===== src/rtl/timer_pkg.sv =====
// Shared types and constants for the countdown timer: controller states and
// the run-mode encoding latched at start.
package timer_pkg;

    typedef enum logic [1:0] {
        IDLE = 2'd0,
        RUN  = 2'd1,
        HOLD = 2'd2
    } timer_state_t;

    localparam logic ONE_SHOT = 1'b0;
    localparam logic PERIODIC = 1'b1;

endpackage


===== src/rtl/countdown_timer.sv =====
// Programmable down-counter driven by an upstream carry pulse. Counts a loaded
// value down to expiry, pulsing done once, in one-shot or auto-reload mode.
module countdown_timer
    import timer_pkg::*;
#(
    parameter int WIDTH = 8
) (
    input  logic             clk,
    input  logic             reset,
    input  logic             tick,
    input  logic [WIDTH-1:0] load_val,
    input  logic             start,
    input  logic             stop,
    input  logic             hold,
    input  logic             auto_reload,
    output logic [WIDTH-1:0] out,
    output logic             busy,
    output logic             done
);

    timer_state_t     r_state_reg, r_state_next;
    logic [WIDTH-1:0] r_count_reg, r_count_next;
    logic [WIDTH-1:0] r_reload_reg, r_reload_next;
    logic             r_mode_reg, r_mode_next;
    logic             r_done_reg, r_done_next;

    logic             w_last_tick;

    assign w_last_tick = (r_count_reg == WIDTH'(1));

    always_ff @(posedge clk) begin
        if (reset) begin
            r_state_reg  <= IDLE;
            r_count_reg  <= '0;
            r_reload_reg <= '0;
            r_mode_reg   <= ONE_SHOT;
            r_done_reg   <= 1'b0;
        end else begin
            r_state_reg  <= r_state_next;
            r_count_reg  <= r_count_next;
            r_reload_reg <= r_reload_next;
            r_mode_reg   <= r_mode_next;
            r_done_reg   <= r_done_next;
        end
    end

    // Priority is stop > start > hold > tick; done defaults low so it can
    // only ever last one cycle per expiry.
    always_comb begin
        r_state_next  = r_state_reg;
        r_count_next  = r_count_reg;
        r_reload_next = r_reload_reg;
        r_mode_next   = r_mode_reg;
        r_done_next   = 1'b0;

        if (stop) begin
            r_state_next = IDLE;
            r_count_next = '0;
        end else if (start) begin
            r_reload_next = load_val;
            r_mode_next   = auto_reload;
            r_count_next  = load_val;
            if (load_val == '0) begin
                // Zero load expires immediately and never reloads.
                r_state_next = IDLE;
                r_done_next  = 1'b1;
            end else begin
                r_state_next = RUN;
            end
        end else begin
            case (r_state_reg)
                RUN: begin
                    if (hold) begin
                        r_state_next = HOLD;
                    end else if (tick) begin
                        if (w_last_tick) begin
                            r_done_next = 1'b1;
                            if (r_mode_reg == PERIODIC) begin
                                r_count_next = r_reload_reg;
                            end else begin
                                r_count_next = '0;
                                r_state_next = IDLE;
                            end
                        end else if (r_count_reg != '0) begin
                            r_count_next = r_count_reg - WIDTH'(1);
                        end
                    end
                end
                HOLD: begin
                    // The release cycle itself does not count a tick.
                    if (!hold) begin
                        r_state_next = RUN;
                    end
                end
                default: begin
                    r_state_next = IDLE;
                end
            endcase
        end
    end

    assign out  = r_count_reg;
    assign busy = (r_state_reg != IDLE);
    assign done = r_done_reg;

endmodule


===== config.mk =====
export PLATFORM = sky130hd
export DESIGN_NAME = countdown_timer
export DESIGN_NICKNAME = d
export VERILOG_FILES = /design/src/rtl/timer_pkg.sv /design/src/rtl/countdown_timer.sv
export SDC_FILE = /design/constraint.sdc
export NUM_CORES = 1
export LEC_CHECK = 0
export ABC_AREA = 1
export CAP_MARGIN = 20
export CORE_MARGIN = 4
export CORE_UTILIZATION = 45
export DETAILED_ROUTE_END_ITERATION = 8
export PLACE_DENSITY = 0.78
export SLEW_MARGIN = 20
export SYNTH_ARGS = -nofsm -noshare
export SYNTH_HDL_FRONTEND = slang
export SYNTH_SLANG_ARGS = --single-unit
export TNS_END_PERCENT = 30

===== constraint.sdc =====
create_clock -name clk -period 1.64 [get_ports clk]
set_input_delay 0.164 -clock clk [delete_from_list [all_inputs] [get_ports clk]]
set_output_delay 0.164 -clock clk [all_outputs]
set_load 0.005 [all_outputs]

## Yosys cells after proc, flatten, opt, wreduce, memory -nomap -nowiden

Cells that the tools add are included.

| word-level totals | value |
|---|---|
| flip-flop bits (word level) | 20 |
| input port bits | 15 |
| output and inout port bits | 10 |
| logic and storage cells | 46 |

| cells by class | value |
|---|---|
| $add $sub $neg | 1 |
| equality and inequality tests | 8 |
| muxes and demuxes | 21 |
| bitwise gates (word level) | 1 |
| reductions and logical operators | 10 |

Operators with widths:

| cell | count |
|---|---|
| two-way mux 8 bit | 7 |
| two-way mux 2 bit | 6 |
| != test 4 bit (second input constant) | 3 |
| equality test 8 x 1 -> 1 bit (second input constant) | 1 |
| zero test 8 bit | 1 |
| AND reduction 4 bit | 2 |
| nonzero test 8 bit | 1 |
| subtractor 8 x 1 -> 8 bit (second input constant) | 1 |
| two-way mux 1 bit | 7 |
| nonzero test 2 bit | 3 |
| one-hot mux 2 bit (2 select lines) | 1 |
| != test 3 bit (second input constant) | 1 |
| nonzero test 3 bit | 1 |
| equality test 2 x 1 -> 1 bit (second input constant) | 1 |
| equality test 2 bit (second input constant) | 1 |
| != test 2 bit (second input constant) | 1 |
| AND reduction 2 bit | 1 |
| OR reduction 2 bit | 1 |
| NOT 1 bit | 1 |

## Depth between registers and ports, before layout

| logic depth | value |
|---|---|
| depth after elaboration | 7 |
| depth in mapped cells | 11 |
| depth with buffers taken out | 11 |

## Worst setup path before layout

OpenSTA, ideal clock, no wires.

| timing | value |
|---|---|
| path type | register to register |
| from | reg r_count_reg[1] (netlist: out[1]) |
| to | reg r_count_reg[1] (netlist: out[1]) |
| library setup time | 0.117 ns |
| arrival time | 1.226 ns |
| data required time | 1.523 ns |
| path slack | 0.297 ns |
| cell stages (with the launch flop) | 9 |
| buffers on the path | 0 |
| clock period less this slack | 1.343 ns |
| path through | dfxtp_1 inv_1 ha_1 nor2_1 nand4_1 nand2_2 nand2_2 o21ai_0 nor2_1 |

| on the way | value |
|---|---|
| longest elaborated chain between the ends | 7 |
| elaborated cells on any way between the ends | 11 |
| those cells by class | add/sub: 1; eq/ne: 1; mux: 6; reduce/logical: 3 |

Ends and longest elaborated chain:

| element | line | RTL |
|---|---|---|
| start: declaration | countdown_timer.sv:22 | `logic [WIDTH-1:0] r_count_reg, r_count_next;` |
| start signal: assignment | countdown_timer.sv:40 | `r_count_reg <= r_count_next;` |
| subtractor 8 x 1 -> 8 bit | countdown_timer.sv:85 | `r_count_next = r_count_reg - WIDTH'(1);` |
| two-way mux 8 bit | countdown_timer.sv:84 | `end else if (r_count_reg != '0) begin` |
| two-way mux 8 bit | countdown_timer.sv:76 | `if (w_last_tick) begin` |
| two-way mux 8 bit | countdown_timer.sv:75 | `end else if (tick) begin` |
| two-way mux 8 bit | countdown_timer.sv:73 | `if (hold) begin` |
| two-way mux 8 bit | countdown_timer.sv:71 | `case (r_state_reg)` |
| two-way mux 8 bit | countdown_timer.sv:59 | `end else if (start) begin` |

Several ways; a longest one is shown, not always the timed one. The select of a mux whose other input is x is not followed.
A chain may end at the register's enable or synchronous reset.

## Worst setup path in the final report

| timing | value |
|---|---|
| from | reg r_count_reg[1] (netlist: out[1]) |
| to | reg r_count_reg[3] (netlist: out[3]) |

The elaborated chain is that of the path after synthesis.

==> metrics.log <==
[metrics] result of the run: finished, final reports clean
[metrics] static leakage power: approximately 0.79 nW
[metrics] fraction of final layout cells sized beyond drive strength 1: 12.40%
[metrics] clock latency reported for the late side of the worst-skew pair: slightly above 300 ps
[metrics] final std cell area, no fill: 1690 um2
[metrics] Filler cells: 280
[metrics] Mapped Area: between 1000 and 1500 um2
[metrics] all-layer global routing usage: 17.34%
[metrics] post-route clock period utilization: between 90% and 100%
[metrics] flop and latch count out of synthesis: 20
[metrics] Via density: 5.044
[metrics] number of vias after detailed routing: approximately 1400
[metrics] routed wire length: around 3300 um
[metrics] wire length of the first global-routing pass: between 5000 and 6000 um
[metrics] Util after Layout: around 60%
[metrics] Post-Route Skew: ~1.6 ps
[metrics] Max Transition Viols Final: 0
[metrics] capturing element type of the critical path: flip-flop
[metrics] sequential cell area fraction in the yosys report: approximately 30%
[metrics] most common library cell in the layout ignoring fill and taps: sky130_fd_sc_hd__nor2_1
[metrics] number of antenna diodes: 0
[metrics] Power Total: about 1.2 mW
[metrics] die width: 62.75 um
[metrics] final setup violation count: 0
[metrics] worst reg2reg setup slack: 100 ps
[metrics] I/O pin cnt: 25
[metrics] mean post-synth cell area: approximately 6.3 um2
[metrics] class of the tightest hold or removal check: in -> reg
[metrics] drt first pass iters: 4
[metrics] Slew headroom: 79.50%
[metrics] biggest fanout along the worst timing path: 5
[metrics] std cell rows: 19
[metrics] slowest cell delay on critical path: around 330 ps
[metrics] most frequent cells in the layout: sky130_fd_sc_hd__nor2_1 (56), sky130_fd_sc_hd__nand2_1 (33), sky130_fd_sc_hd__inv_1 (28), sky130_fd_sc_hd__clkdlybuf4s50_1 (23)
[metrics] number of cells produced by synthesis: 213
[metrics] Clock Sinks: 20
[metrics] Fmax achieved: around 650 MHz
[metrics] Synthesis Warnings: 0
[metrics] RSZ-0062 raised after global routing: true
[metrics] Setup Crit Path Kind: reg -> reg
[metrics] final global-route overflow total: 0
[metrics] slew at the pin closest to its max-slew limit: approximately 310 ps
[metrics] antenna violations before repair: 0
[metrics] hold-fix buffers at CTS: 0
[metrics] vias in the first global route: around 1300
[metrics] Max IR drop VDD: roughly 0.4 mV
[metrics] Cell Area, Placed: roughly 1600 um2
[metrics] CP max stage cell: sky130_fd_sc_hd__dfxtp_1
[metrics] Final Wtd Congestion: a little over 0.9
[metrics] Cell Pwr Density: 718.7 nW/um2
[metrics] count of buffers inserted at the top-level ports: 24
[metrics] number of routed nets with antenna violations: 0
[metrics] DPL Wire Length: 2592 um
[metrics] clock tree from TritonCTS: built
[metrics] die height: about 63 um
[metrics] required time of the critical path: about 1900 ps
[metrics] Floorplan Core Area: approximately 2800 um2
[metrics] data arrival time of the critical path: around 1800 ps
[metrics] Clock Path Buffers: 2
[metrics] count of nets after finishing: between 200 and 300
[metrics] max-capacitance violation count: 0
[metrics] Distinct cells, synth: 24
[metrics] count of routing violations after the opening detailed-route iteration: 112
[metrics] DR WL/cell: 12.07 um
[metrics] Critical Path Start Type: flip-flop
[metrics] clock-pin slew of the registers on the worst-case setup and hold paths: between 100 and 150 ps
[metrics] Register-to-Register Path Depth: 11
[metrics] Post-Synthesis Net Count: 235
[metrics] hold violation total from the final report: 0
[metrics] count of unresolved DRC violations after routing: 0
[metrics] instance count along the most critical hold path: 3
[metrics] Top cell by count, worst path: sky130_fd_sc_hd__nand2_1
[metrics] cts bufs inserted: 3
[metrics] maximum number of pins on one net before global-route repair: 13
[metrics] Layout Area Growth over Synthesis: 25.32%
[metrics] clk root buf: sky130_fd_sc_hd__clkbuf_4
[metrics] cell-by-cell listing of the critical path: inv_1, ha_1, inv_1, nor2_1, nand2_2, nand2_1, nand2_1, nand2_1, nand3_1, nand2_1, inv_1
[metrics] die area: 3937 um2
[metrics] starting density of the core: between 40% and 50%
[metrics] H-tree level count: 1
[metrics] final worst path period need: 1545 ps
[where the power goes]
part | switching, mW | internal (mW)
Sequential | 0.0244 | 0.511
Combinational | 0.149 | 0.118
Clock | 0.165 | 0.247
Total | 0.339 | 0.876
[cell usage after synthesis]
master / instances / area [um2]
sky130_fd_sc_hd__inv_6: 1 / 8.760
sky130_fd_sc_hd__buf_4: 2 / 15.01
sky130_fd_sc_hd__inv_2: 2 / 7.510
sky130_fd_sc_hd__nand2_2: 5 / 31.28
sky130_fd_sc_hd__nor2_1: 56 / 210.2
sky130_fd_sc_hd__nand3b_1: 1 / 7.510
sky130_fd_sc_hd__nor3_2: 1 / 10.01
sky130_fd_sc_hd__a31oi_1: 1 / 6.260
sky130_fd_sc_hd__nor2_4: 3 / 33.78
sky130_fd_sc_hd__a21oi_1: 10 / 50.05
sky130_fd_sc_hd__o21ai_0: 17 / 85.08
sky130_fd_sc_hd__nand2_4: 2 / 22.52
sky130_fd_sc_hd__dfxtp_1: 20 / 400.4
sky130_fd_sc_hd__nor3_4: 1 / 16.27
sky130_fd_sc_hd__nand4_1: 1 / 6.260
sky130_fd_sc_hd__nand2_1: 33 / 123.9
sky130_fd_sc_hd__o21ai_1: 2 / 10.01
sky130_fd_sc_hd__buf_6: 1 / 11.26
sky130_fd_sc_hd__or2_4: 1 / 8.760
sky130_fd_sc_hd__nor3_1: 1 / 5.000
sky130_fd_sc_hd__nand3_1: 14 / 70.07
sky130_fd_sc_hd__ha_1: 7 / 87.58
sky130_fd_sc_hd__inv_1: 29 / 108.9
sky130_fd_sc_hd__nor2_2: 2 / 12.51
[metrics by stage]
step	setup TNS (ps)	worst slack, ps	std cells	hold slack [ps]
floorplan	0	296.6	213	298.9
global placement	0	135.9	269	442.5
detailed placement	0	116.9	269	460.3
CTS	0	0.8250	273	428.2
global route	-3.136	-3.136	273	462.1
finish	0	95.43	273	424.4
[cell type report]
type | instances | area (um2) | share of cell area (%)
Clock buffer | 3 | 22.52 | 1.332
Sequential cell | 20 | 404.1 | 23.91
Timing Repair Buffer | 28 | 272.8 | 16.14
Multi-Input combinational cell | 158 | 797.0 | 47.15
Clock inverter | 1 | 30.03 | 1.776
Inverter | 32 | 125.1 | 7.402
Tap cell | 31 | 38.79 | 2.295
[cells by family after synthesis]
kind of cell / count (synthesis) / share of synthesized area (%)
flops: 20 / 29.68
compound gates: 30 / 11.22
fa+ha+maj: 7 / 6.493
simple gates: 121 / 41.37
buf+inv: 35 / 11.22
[critical path: cells and delay by family (launching register included)]
| family | cells | cell delay (ps) |
|---|---|---|
| DFF | 1 | 330 |
| adders and majority gates | 1 | 230 |
| and+or+nand+nor | 7 | 660 |
| buffers and inverters | 3 | 240 |
[metal layers]
metal / vias to the layer above / track usage, % / wire, um
li1: 719 / - / -
met1: 617 / 22.46 / 1571
met3: 5 / 1.978 / 122
met4: 0 / 5.785 / 20
met2: 36 / 29.69 / 1583
met5: - / 0 / 0
[what timing repair did]
| item | CTS | global route |
|---|---|---|
| buffers inserted | 0 | 0 |
| pin swaps | 0 | 1 |
| gates resized for setup | 1 | 4 |
| setup endpoints to repair | 1 | 8 |
[final timing paths]
| kind | startpoint | end |
|---|---|---|
| worst min register to register | r_reload_reg[4]$_SDFFE_PP0P_ | r_reload_reg[4]$_SDFFE_PP0P_ |
| worst max-delay path | out[1]$_SDFFE_PP0P_ | out[3]$_SDFFE_PP0P_ |
| worst min-delay path | auto_reload | r_mode_reg$_SDFFE_PP0P_ |
| worst max register to register | out[1]$_SDFFE_PP0P_ | out[3]$_SDFFE_PP0P_ |
Note: power is estimated with default switching activity, not from simulation.
